**src/rtl/cpu7_tlb_arb_pkg.sv**
```systemverilog
// cpu7_tlb_arb_pkg
//   Shared encodings for the TLB request arbiter: request source codes
//   (also driven on tlb_src), arbiter state encodings, grant vector bit
//   positions and the "no exception" exccode value.
package cpu7_tlb_arb_pkg;

    localparam logic [1:0] TLB_ARB_SRC_I = 2'd0;
    localparam logic [1:0] TLB_ARB_SRC_D = 2'd1;
    localparam logic [1:0] TLB_ARB_SRC_M = 2'd2;

    // Bit positions inside the one-hot grant vector
    localparam int GNT_I = 0;
    localparam int GNT_D = 1;
    localparam int GNT_M = 2;

    localparam logic [5:0] TLB_EXCCODE_NONE = 6'd0;

    typedef enum logic [2:0] {
        ARB_IDLE   = 3'd0,
        ARB_BUSY_I = 3'd1,
        ARB_BUSY_D = 3'd2,
        ARB_BUSY_M = 3'd3,
        ARB_DROP   = 3'd4
    } tlb_arb_state_e;

endpackage

```
**src/rtl/cpu7_tlb_arb_pick.sv**
```systemverilog
// cpu7_tlb_arb_pick
//   Pure combinational priority selector for the TLB arbiter.
//   Priority is m > d > i, except that i overtakes d once the starvation
//   counter has reached STARVE_MAX. i and d are ineligible during flush.
// Ports:
//   i_req, d_req, m_req  in   raw requests
//   flush                in   pipeline flush (masks i and d)
//   starve_cnt           in   consecutive d grants seen while i waited
//   grant                out  one-hot grant {m, d, i}, zero when nothing eligible
//   src                  out  source code of the granted requester
module cpu7_tlb_arb_pick
    import cpu7_tlb_arb_pkg::*;
#(
    parameter int STARVE_MAX = 4,
    parameter int CNT_W      = 3
) (
    input  logic             i_req,
    input  logic             d_req,
    input  logic             m_req,
    input  logic             flush,
    input  logic [CNT_W-1:0] starve_cnt,
    output logic [2:0]       grant,
    output logic [1:0]       src
);

    logic i_ok;
    logic d_ok;
    logic force_i;

    assign i_ok    = i_req & ~flush;
    assign d_ok    = d_req & ~flush;
    assign force_i = i_ok && (starve_cnt == CNT_W'(STARVE_MAX));

    always_comb begin
        grant = 3'b000;
        src   = TLB_ARB_SRC_I;
        if (m_req) begin
            grant[GNT_M] = 1'b1;
            src          = TLB_ARB_SRC_M;
        end else if (force_i) begin
            grant[GNT_I] = 1'b1;
            src          = TLB_ARB_SRC_I;
        end else if (d_ok) begin
            grant[GNT_D] = 1'b1;
            src          = TLB_ARB_SRC_D;
        end else if (i_ok) begin
            grant[GNT_I] = 1'b1;
            src          = TLB_ARB_SRC_I;
        end
    end

endmodule

```
**src/rtl/cpu7_tlb_arb.sv**
```systemverilog
// cpu7_tlb_arb
//   Single-outstanding arbiter in front of tlb_wrapper. Serialises
//   instruction (i), data (d) and maintenance (m) translation requests onto
//   one TLB port, routes the registered result back to the owner as a
//   one-cycle x_finish pulse, and discards results of flushed i/d requests.
// Optional feature: define CPU7_TLB_ARB_PERF_EN to add perf counters
//   (perf_i_cnt, perf_d_cnt, perf_m_cnt, perf_stall_cnt) and perf_clr.
// Ports:
//   clk, reset                   clock, async active-high reset
//   flush                        cancels i/d requests; never affects m
//   i_req/i_vaddr/i_recv/i_finish          inst translation handshake
//   d_req/d_wr/d_vaddr/d_recv/d_finish     data translation handshake
//   m_req/m_op/m_vaddr/m_recv/m_finish     TLB maintenance handshake
//   res_hit/res_paddr/res_exccode          shared result registers
//   tlb_valid/src/vaddr/wr/op, tlb_ready   request to tlb_wrapper
//   tlb_done/hit/paddr/exccode             response from tlb_wrapper
module cpu7_tlb_arb
    import cpu7_tlb_arb_pkg::*;
#(
    parameter int GRLEN      = 32,
    parameter int PABITS     = 32,
    parameter int OPW        = 5,
    parameter int STARVE_MAX = 4
) (
    input  logic              clk,
    input  logic              reset,
    input  logic              flush,
    input  logic              i_req,
    input  logic [GRLEN-1:0]  i_vaddr,
    output logic              i_recv,
    output logic              i_finish,
    input  logic              d_req,
    input  logic              d_wr,
    input  logic [GRLEN-1:0]  d_vaddr,
    output logic              d_recv,
    output logic              d_finish,
    input  logic              m_req,
    input  logic [OPW-1:0]    m_op,
    input  logic [GRLEN-1:0]  m_vaddr,
    output logic              m_recv,
    output logic              m_finish,
    output logic              res_hit,
    output logic [PABITS-1:0] res_paddr,
    output logic [5:0]        res_exccode,
    output logic              tlb_valid,
    output logic [1:0]        tlb_src,
    output logic [GRLEN-1:0]  tlb_vaddr,
    output logic              tlb_wr,
    output logic [OPW-1:0]    tlb_op,
    input  logic              tlb_ready,
    input  logic              tlb_done,
    input  logic              tlb_hit,
    input  logic [PABITS-1:0] tlb_paddr,
    input  logic [5:0]        tlb_exccode
`ifdef CPU7_TLB_ARB_PERF_EN
    ,
    input  logic              perf_clr,
    output logic [31:0]       perf_i_cnt,
    output logic [31:0]       perf_d_cnt,
    output logic [31:0]       perf_m_cnt,
    output logic [31:0]       perf_stall_cnt
`endif
);

    localparam int CNT_W = $clog2(STARVE_MAX + 1);

    tlb_arb_state_e   state;
    tlb_arb_state_e   state_nxt;
    logic [CNT_W-1:0] starve_cnt;
    logic             m_pend;
    logic [2:0]       grant;
    logic [1:0]       pick_src;
    logic             busy_id;
    logic             capture;

    // m_pend is only ever set while BUSY_M, so this masking mirrors the
    // occupancy rule and keeps i/d out until the maintenance op completes.
    cpu7_tlb_arb_pick #(
        .STARVE_MAX (STARVE_MAX),
        .CNT_W      (CNT_W)
    ) u_pick (
        .i_req      (i_req & ~m_pend),
        .d_req      (d_req & ~m_pend),
        .m_req      (m_req),
        .flush      (flush),
        .starve_cnt (starve_cnt),
        .grant      (grant),
        .src        (pick_src)
    );

    assign busy_id = (state == ARB_BUSY_I) || (state == ARB_BUSY_D);
    // A result is kept unless its i/d owner was flushed in the same cycle.
    assign capture = tlb_done && ((state == ARB_BUSY_M) || (busy_id && !flush));

    always_ff @(posedge clk or posedge reset) begin
        if (reset) state <= ARB_IDLE;
        else       state <= state_nxt;
    end

    always_comb begin
        state_nxt = state;
        case (state)
            ARB_IDLE: begin
                if (tlb_ready) begin
                    if (grant[GNT_M])      state_nxt = ARB_BUSY_M;
                    else if (grant[GNT_D]) state_nxt = ARB_BUSY_D;
                    else if (grant[GNT_I]) state_nxt = ARB_BUSY_I;
                end
            end
            ARB_BUSY_I, ARB_BUSY_D: begin
                if (tlb_done)   state_nxt = ARB_IDLE;
                else if (flush) state_nxt = ARB_DROP;
            end
            ARB_BUSY_M: if (tlb_done) state_nxt = ARB_IDLE;
            ARB_DROP:   if (tlb_done) state_nxt = ARB_IDLE;
            default:    state_nxt = ARB_IDLE;
        endcase
    end

    always_comb begin
        tlb_valid = 1'b0;
        i_recv    = 1'b0;
        d_recv    = 1'b0;
        m_recv    = 1'b0;
        if (state == ARB_IDLE) begin
            tlb_valid = |grant;
            i_recv    = grant[GNT_I] & tlb_ready;
            d_recv    = grant[GNT_D] & tlb_ready;
            m_recv    = grant[GNT_M] & tlb_ready;
        end
    end

    assign tlb_src   = pick_src;
    assign tlb_vaddr = grant[GNT_M] ? m_vaddr :
                       grant[GNT_D] ? d_vaddr :
                       grant[GNT_I] ? i_vaddr : '0;
    assign tlb_wr    = grant[GNT_D] & d_wr;
    assign tlb_op    = grant[GNT_M] ? m_op : '0;

    // Counts d grants taken while i waits; cleared whenever i is served or
    // has gone away so only a continuous wait can force an i grant.
    always_ff @(posedge clk or posedge reset) begin
        if (reset) begin
            starve_cnt <= '0;
        end else if (state == ARB_IDLE) begin
            if (i_recv || !i_req)
                starve_cnt <= '0;
            else if (d_recv && (starve_cnt != CNT_W'(STARVE_MAX)))
                starve_cnt <= starve_cnt + CNT_W'(1);
        end
    end

    always_ff @(posedge clk or posedge reset) begin
        if (reset)                                   m_pend <= 1'b0;
        else if (m_recv)                             m_pend <= 1'b1;
        else if ((state == ARB_BUSY_M) && tlb_done)  m_pend <= 1'b0;
    end

    always_ff @(posedge clk or posedge reset) begin
        if (reset) begin
            i_finish    <= 1'b0;
            d_finish    <= 1'b0;
            m_finish    <= 1'b0;
            res_hit     <= 1'b0;
            res_paddr   <= '0;
            res_exccode <= TLB_EXCCODE_NONE;
        end else begin
            i_finish <= capture && (state == ARB_BUSY_I);
            d_finish <= capture && (state == ARB_BUSY_D);
            m_finish <= capture && (state == ARB_BUSY_M);
            if (capture) begin
                res_hit     <= tlb_hit;
                res_paddr   <= tlb_paddr;
                res_exccode <= tlb_exccode;
            end
        end
    end

`ifdef CPU7_TLB_ARB_PERF_EN
    always_ff @(posedge clk or posedge reset) begin
        if (reset) begin
            perf_i_cnt     <= 32'd0;
            perf_d_cnt     <= 32'd0;
            perf_m_cnt     <= 32'd0;
            perf_stall_cnt <= 32'd0;
        end else if (perf_clr) begin
            perf_i_cnt     <= 32'd0;
            perf_d_cnt     <= 32'd0;
            perf_m_cnt     <= 32'd0;
            perf_stall_cnt <= 32'd0;
        end else begin
            if (i_finish) perf_i_cnt <= perf_i_cnt + 32'd1;
            if (d_finish) perf_d_cnt <= perf_d_cnt + 32'd1;
            if (m_finish) perf_m_cnt <= perf_m_cnt + 32'd1;
            if ((state == ARB_IDLE) && tlb_valid && !tlb_ready)
                perf_stall_cnt <= perf_stall_cnt + 32'd1;
        end
    end
`endif

endmodule

```
**config.mk**
```make
export PLATFORM = sky130hd
export DESIGN_NAME = cpu7_tlb_arb
export DESIGN_NICKNAME = d
export VERILOG_FILES = /design/src/rtl/cpu7_tlb_arb_pkg.sv /design/src/rtl/cpu7_tlb_arb_pick.sv /design/src/rtl/cpu7_tlb_arb.sv
export SDC_FILE = /design/constraint.sdc
export NUM_CORES = 1
export LEC_CHECK = 0
export ABC_AREA = 1
export ABC_CLOCK_PERIOD_IN_PS = 2300
export CORE_AREA = 2 2 92 94
export DETAILED_ROUTE_END_ITERATION = 16
export DIE_AREA = 0 0 94 96
export PLACE_DENSITY_LB_ADDON = 0.12
export REMOVE_ABC_BUFFERS = 1
export SLEW_MARGIN = 20
export SYNTH_ARGS = -nofsm -noshare
export SYNTH_HDL_FRONTEND = slang
export SYNTH_SLANG_ARGS = --single-unit
```
**constraint.sdc**
```tcl
create_clock -name clk -period 2.3 [get_ports clk]
set_input_delay 0.345 -clock clk [delete_from_list [all_inputs] [get_ports clk]]
set_output_delay 0.345 -clock clk [all_outputs]
set_load 0.02 [all_outputs]
```
After elaboration in Yosys (flattened, before gate mapping)
Index checks and enable logic that the tools add are counted.
Storage, ports and cells
  flip-flop bits (word level): 49
  word-level logic and storage cells: 81
  output and inout port bits: 86
Operators by class
  multiplexer cells: 30
  equality and inequality tests: 10
  add/subtract/negate cells: 1
  reduce and logical (&&, ||, !) cells: 21
  bitwise operators: 10
Operators with widths (count)
  $mux W32: 3
  $mux W3: 9
  $mux W1: 13
  $pmux W3 S3: 1
  $and A1 B1 Y1: 8
  $logic_and A1 B1 Y1: 8
  $eq A3 B2 Y1 const B: 2
  $eq A3 B3 Y1 const B: 2
  $mux W2: 3
  $ne A3 B3 Y1 const B: 2
  $mux W5: 1
  $ne A4 B4 Y1 const B: 1
  $reduce_and A4 Y1: 1
  $reduce_bool A2 Y1: 2
  $reduce_or A2 Y1: 2
  $add A3 B1 Y3 const B: 1
  $eq A3 B1 Y1 const B: 1
  $logic_not A3 Y1: 1
  $logic_or A1 B1 Y1: 3
  $reduce_or A3 Y1: 1
  $logic_not A1 Y1: 2
  $ne A2 B1 Y1 const B: 1
  $ne A2 B2 Y1 const B: 1
  $not A1 Y1: 2
  $reduce_and A2 Y1: 1

Logic depth before layout (Yosys ltp)
  word-level depth: 12
  gate-level depth with buffers: 11

Cells and area by module
Synthesis repeated with hierarchy kept, for this count alone.
Unflattened totals
  cell total of the unflattened synthesis: 423
  area, all modules: 2842.7 um^2
Modules (own cells, without submodules)
  cpu7_tlb_arb: cells an instance 410, area an instance 2768.9 um^2, instances 1, sequential area each 1226.2 um^2
  cpu7_tlb_arb_pick: cells an instance 13, area an instance 73.8 um^2, instances 1, sequential area each 0.0 um^2

Worst setup path after synthesis
No wires, ideal clock.
  path type: reg-to-output
  from: reg starve_cnt[0]
  to: out tlb_vaddr[22]
  path buffers: 1
  arrival time: 1514 ps
  data required time: 1955 ps
  stages on the path, launching flop included: 11
  slack: 441 ps
  cells stage by stage: dfrtp_1 -> inv_1 -> ha_1 -> nand3_1 -> nand3_1 -> inv_1 -> nand2_1 -> inv_1 -> buf_2 -> nand2_1 -> nand3_1
On the way
  longest elaborated chain between the ends: 7
  elaborated cells on any way between the ends: 8
RTL lines
  start: declaration: line cpu7_tlb_arb.sv:69  | logic [CNT_W-1:0] starve_cnt;
  start signal: assignment: line cpu7_tlb_arb.sv:149  | starve_cnt <= starve_cnt + CNT_W'(1);
  $eq A3 B3 Y1 *: line cpu7_tlb_arb_pick.sv:32  | assign force_i = i_ok && (starve_cnt == CNT_W'(STARVE_MAX));
  $logic_and A1 B1 Y1 *: line cpu7_tlb_arb_pick.sv:32
  $mux W1: line cpu7_tlb_arb_pick.sv:40  | end else if (force_i) begin
  $mux W2 *: line cpu7_tlb_arb_pick.sv:37  | if (m_req) begin
  $mux W32: line cpu7_tlb_arb.sv:136  | grant[GNT_I] ? i_vaddr : '0;
  $mux W32 *: line cpu7_tlb_arb.sv:135  | grant[GNT_D] ? d_vaddr :
  $mux W32 *: line cpu7_tlb_arb.sv:134  | assign tlb_vaddr = grant[GNT_M] ? m_vaddr :
  end: declaration: line cpu7_tlb_arb.sv:47  | output logic [GRLEN-1:0] tlb_vaddr,
Mark *: on every way between the ends. The rest lies on a longest branch, timed or not.

Worst setup path after layout
  from: reg starve_cnt[0]
  to: out tlb_vaddr[19]
The elaborated chain is that of the path after synthesis.

==> flow_metrics.env <==
export IMPL_layout_drive_gt1_share=0.138
export IMPL_syn2layout_area_growth_pct=102
export IMPL_io_pins=235
export IMPL_avgSynthCellArea_um2=6.64
export IMPL_grt_overflow=0
export IMPL_p_sw_uw=1780
export IMPL_die_w_um=94
export IMPL_tritoncts="built"
export IMPL_fill_cells=705
export IMPL_rsz0062_at_grt="yes"
export IMPL_postSynthRegisterBits=49
export IMPL_worstMarginPinSlew_ns=0.625
export IMPL_setup_viol_count_final=0
export IMPL_status="completed"
export IMPL_start_util=0.337
export IMPL_cts_sinks=49
export IMPL_hold_viol_final=0
export IMPL_yosysSeqAreaShare=0.452
export IMPL_arrival_ns=1.90
export IMPL_crit_type="flip-flop to output port"
export IMPL_holdWs_ns=0.240
export IMPL_drc_errors=0
export IMPL_drv_cap=0
export IMPL_p_clk_frac=0.111
export IMPL_rrSetupSlack_ns=0.43
export IMPL_routedWlPerCell_um=14.3
export IMPL_start_kind="flip-flop"
export IMPL_crit_fanout=9
export IMPL_swShare=0.406
export IMPL_dp_hpwl_um=8320
export IMPL_synth_area_um2=2720
export IMPL_cp_required_ns=1.96
export IMPL_clock_skew_ns=0.00844
export IMPL_cts_clk_slew_worst_paths_ns=0.08
export IMPL_first_pass_iters=5
export IMPL_p_int_uw=2600
export IMPL_worstReg2RegEnd="starve_cnt[2]$_DFFE_PP0P_"
export IMPL_core_area_um2=8050
export IMPL_wirelength_um=10900
export IMPL_clock_path_buffers=2
export IMPL_insertion_delay_ns=0.29
export IMPL_reg2reg_from="starve_cnt[0]$_DFFE_PP0P_"
export IMPL_gp_congestion=0.848
export IMPL_vias=3538
export IMPL_power_total_uw=4380
export IMPL_port_buffers=234
export IMPL_max_freq_mhz=445
export IMPL_critPathCaptureType="output port"
export IMPL_grt_max_degree=46
export IMPL_num_nets_final=809
export IMPL_min_period_ns=2.25
export IMPL_ant_nets=0
export IMPL_p_comb_frac=0.567
export IMPL_num_antenna_cells=0
export IMPL_leakage_uw=0.00278
export IMPL_cts_hold_buf=0
export IMPL_min_period_over_period=0.977
export IMPL_synthCells=409
export IMPL_vias_per_cell=4.63
export IMPL_grt_antenna_before_repair=0
export IMPL_drv_slew=0
export IMPL_ir_worst_vdd_mv=0.305
export IMPL_crit_path_start="starve_cnt[0]$_DFFE_PP0P_"
export IMPL_die_area_um2=9020
export IMPL_worstHoldPathType="input pin to asynchronous set/reset pin"
export IMPL_setup_slack_ns=0.0535
export IMPL_grt_pass1_vias=3500
export IMPL_cts_root_buf="clkbuf_8"
export IMPL_grt_first_pass_wirelength_um=16300
export IMPL_fin_cells=764
export IMPL_num_rows=33
export IMPL_ctsHtreeMaxLevel=2
export IMPL_yosysWarnings=0
export IMPL_r2r_cells=14
export IMPL_p_per_area_nw_per_um2=798
export IMPL_seqPwrFrac=0.322
export IMPL_ys_types=20
export IMPL_place_ws_ns=-0.419
export IMPL_placed_cells=748
export IMPL_cts_buffers=5
export IMPL_grt_use_total=0.231
export IMPL_dieHeight_um=96
export IMPL_max_slew_margin=0.583
export IMPL_drt_initial_drc_count=191
==> registers in the layout, summed over array words and instances, names as in the netlist <==
register,count
d_finish,1
i_finish,1
m_finish,1
m_pend,1
res_exccode,6
res_hit,1
res_paddr,32
starve_cnt,3
state,3
==> cells in the final DEF (no fill, tap or decap) <==
cell | netlist | routed
a21oi_1 | 1 | 1
buf_12 | 0 | 5
buf_2 | 9 | 11
buf_4 | 1 | 31
buf_6 | 2 | 11
buf_8 | 0 | 1
clkbuf_1 | 7 | 1
clkbuf_16 | 0 | 1
clkbuf_2 | 0 | 1
clkbuf_8 | 0 | 5
clkdlybuf4s50_1 | 0 | 189
clkinvlp_4 | 0 | 2
dfrtp_1 | 49 | 49
dlygate4sd2_1 | 0 | 5
dlymetal6s2s_1 | 0 | 6
ha_1 | 2 | 1
ha_4 | 0 | 1
inv_1 | 20 | 16
inv_2 | 3 | 7
nand2_1 | 248 | 244
nand2_2 | 1 | 3
nand2_4 | 0 | 2
nand3_1 | 38 | 32
nand3_2 | 0 | 5
nand3_4 | 0 | 1
nand3b_1 | 1 | 1
nand4_1 | 4 | 4
nor2_1 | 14 | 12
nor2_4 | 0 | 2
o211ai_1 | 2 | 2
o21ai_0 | 4 | 4
o21ai_2 | 1 | 1
or2_2 | 1 | 1
xor2_1 | 1 | 1
==> Yosys cell counts <==
cell type | instances | area, um^2
nand3_1 | 38 | 190
buf_6 | 2 | 22.5
xor2_1 | 1 | 8.76
buf_4 | 1 | 7.51
inv_2 | 3 | 11.3
o21ai_2 | 1 | 8.76
nand2_1 | 248 | 931
a21oi_1 | 1 | 5.00
nor2_1 | 14 | 52.6
ha_1 | 2 | 25.0
nand4_1 | 4 | 25.0
clkbuf_1 | 7 | 26.3
dfrtp_1 | 49 | 1230
or2_2 | 1 | 6.26
o21ai_0 | 4 | 20.0
buf_2 | 9 | 45.0
inv_1 | 20 | 75.1
nand2_2 | 1 | 6.26
nand3b_1 | 1 | 7.51
o211ai_1 | 2 | 15.0
==> critical path, cell delays in order (launching register included) <==
cell,delay (ns)
dfrtp_1,0.40
inv_2,0.09
ha_4,0.15
nand2_4,0.06
nand2_4,0.07
nand3_4,0.08
nor2_4,0.13
buf_12,0.15
buf_8,0.13
buf_6,0.11
nand2_2,0.05
nand3_2,0.08
buf_6,0.13
==> cell type report <==
| cell class | count | area [um^2] | share of cell area |
|---|---|---|---|
| clock buffer | 6 | 72.6 | 0.0132 |
| timing repair buffer | 261 | 2570 | 0.468 |
| sequential | 49 | 1230 | 0.224 |
| clock inverter | 2 | 15.0 | 0.00274 |
| tap | 105 | 131 | 0.0240 |
| inverter | 23 | 86.3 | 0.0157 |
| multi-input combinational | 318 | 1390 | 0.253 |
==> power by group through the flow <==
stage                     Clock (uW)  Sequential [uW]  Combinational [uW]
after floorplan                    0             1810                 766
after detailed placement           0             1420                2490
after global placement             0             1400                2450
after CTS                        507             1400                2480
final                            488             1410                2480
after global routing             547             1450                2720
==> worst max path at each step <==
| stage | slack, ns | depth (start not counted) | to |
|---|---|---|---|
| 6_report | 0.05 | 12 | tlb_vaddr[19] |
| 5_1_grt | -0.05 | 12 | tlb_vaddr[19] |
| 4_1_cts | -0.10 | 13 | tlb_vaddr[0] |
| 3_5_place_dp | -0.42 | 8 | tlb_vaddr[24] |
| 3_3_place_gp | -0.36 | 10 | tlb_vaddr[18] |
| 2_1_floorplan | -0.17 | 8 | tlb_vaddr[0] |
==> routing by layer <==
metal / track usage / vias up / part of all wire
met5: 0 / - / 0
met4: 0.0942 / 0 / 0.038
met3: 0.0579 / 24 / 0.079
met2: 0.391 / 175 / 0.49
met1: 0.283 / 1589 / 0.39
li1: - / 1750 / -
==> cells by family (layout without fill, tap and decap cells) <==
kind of cell | count (synthesis) | count (layout) | share of synthesized area
buf+inv | 42 | 292 | 0.0691
compound gates | 8 | 8 | 0.0180
flops | 49 | 49 | 0.452
xor+xnor | 1 | 1 | 0.00323
fa+ha+maj | 2 | 2 | 0.00922
simple gates | 307 | 307 | 0.449
==> stage by stage <==
step / cell area [um^2] / util / setup TNS, ns
after CTS: 5420 / 0.674 / -0.260
after detailed placement: 5280 / 0.656 / -11.40
final: 5490 / 0.681 / 0
after global routing: 5490 / 0.681 / -0.0933
after floorplan: 2610 / - / -5.51
after global placement: 5280 / 0.656 / -10.71
==> repair_timing <==
item	in CTS	in global routing
gates cloned	1	1
endpoints found under the hold margin	0	0
setup endpoints to repair	37	39
resized for setup	147	55
pin swaps	2	2
setup buffers	7	0
Power figures use the tool's default switching activity.
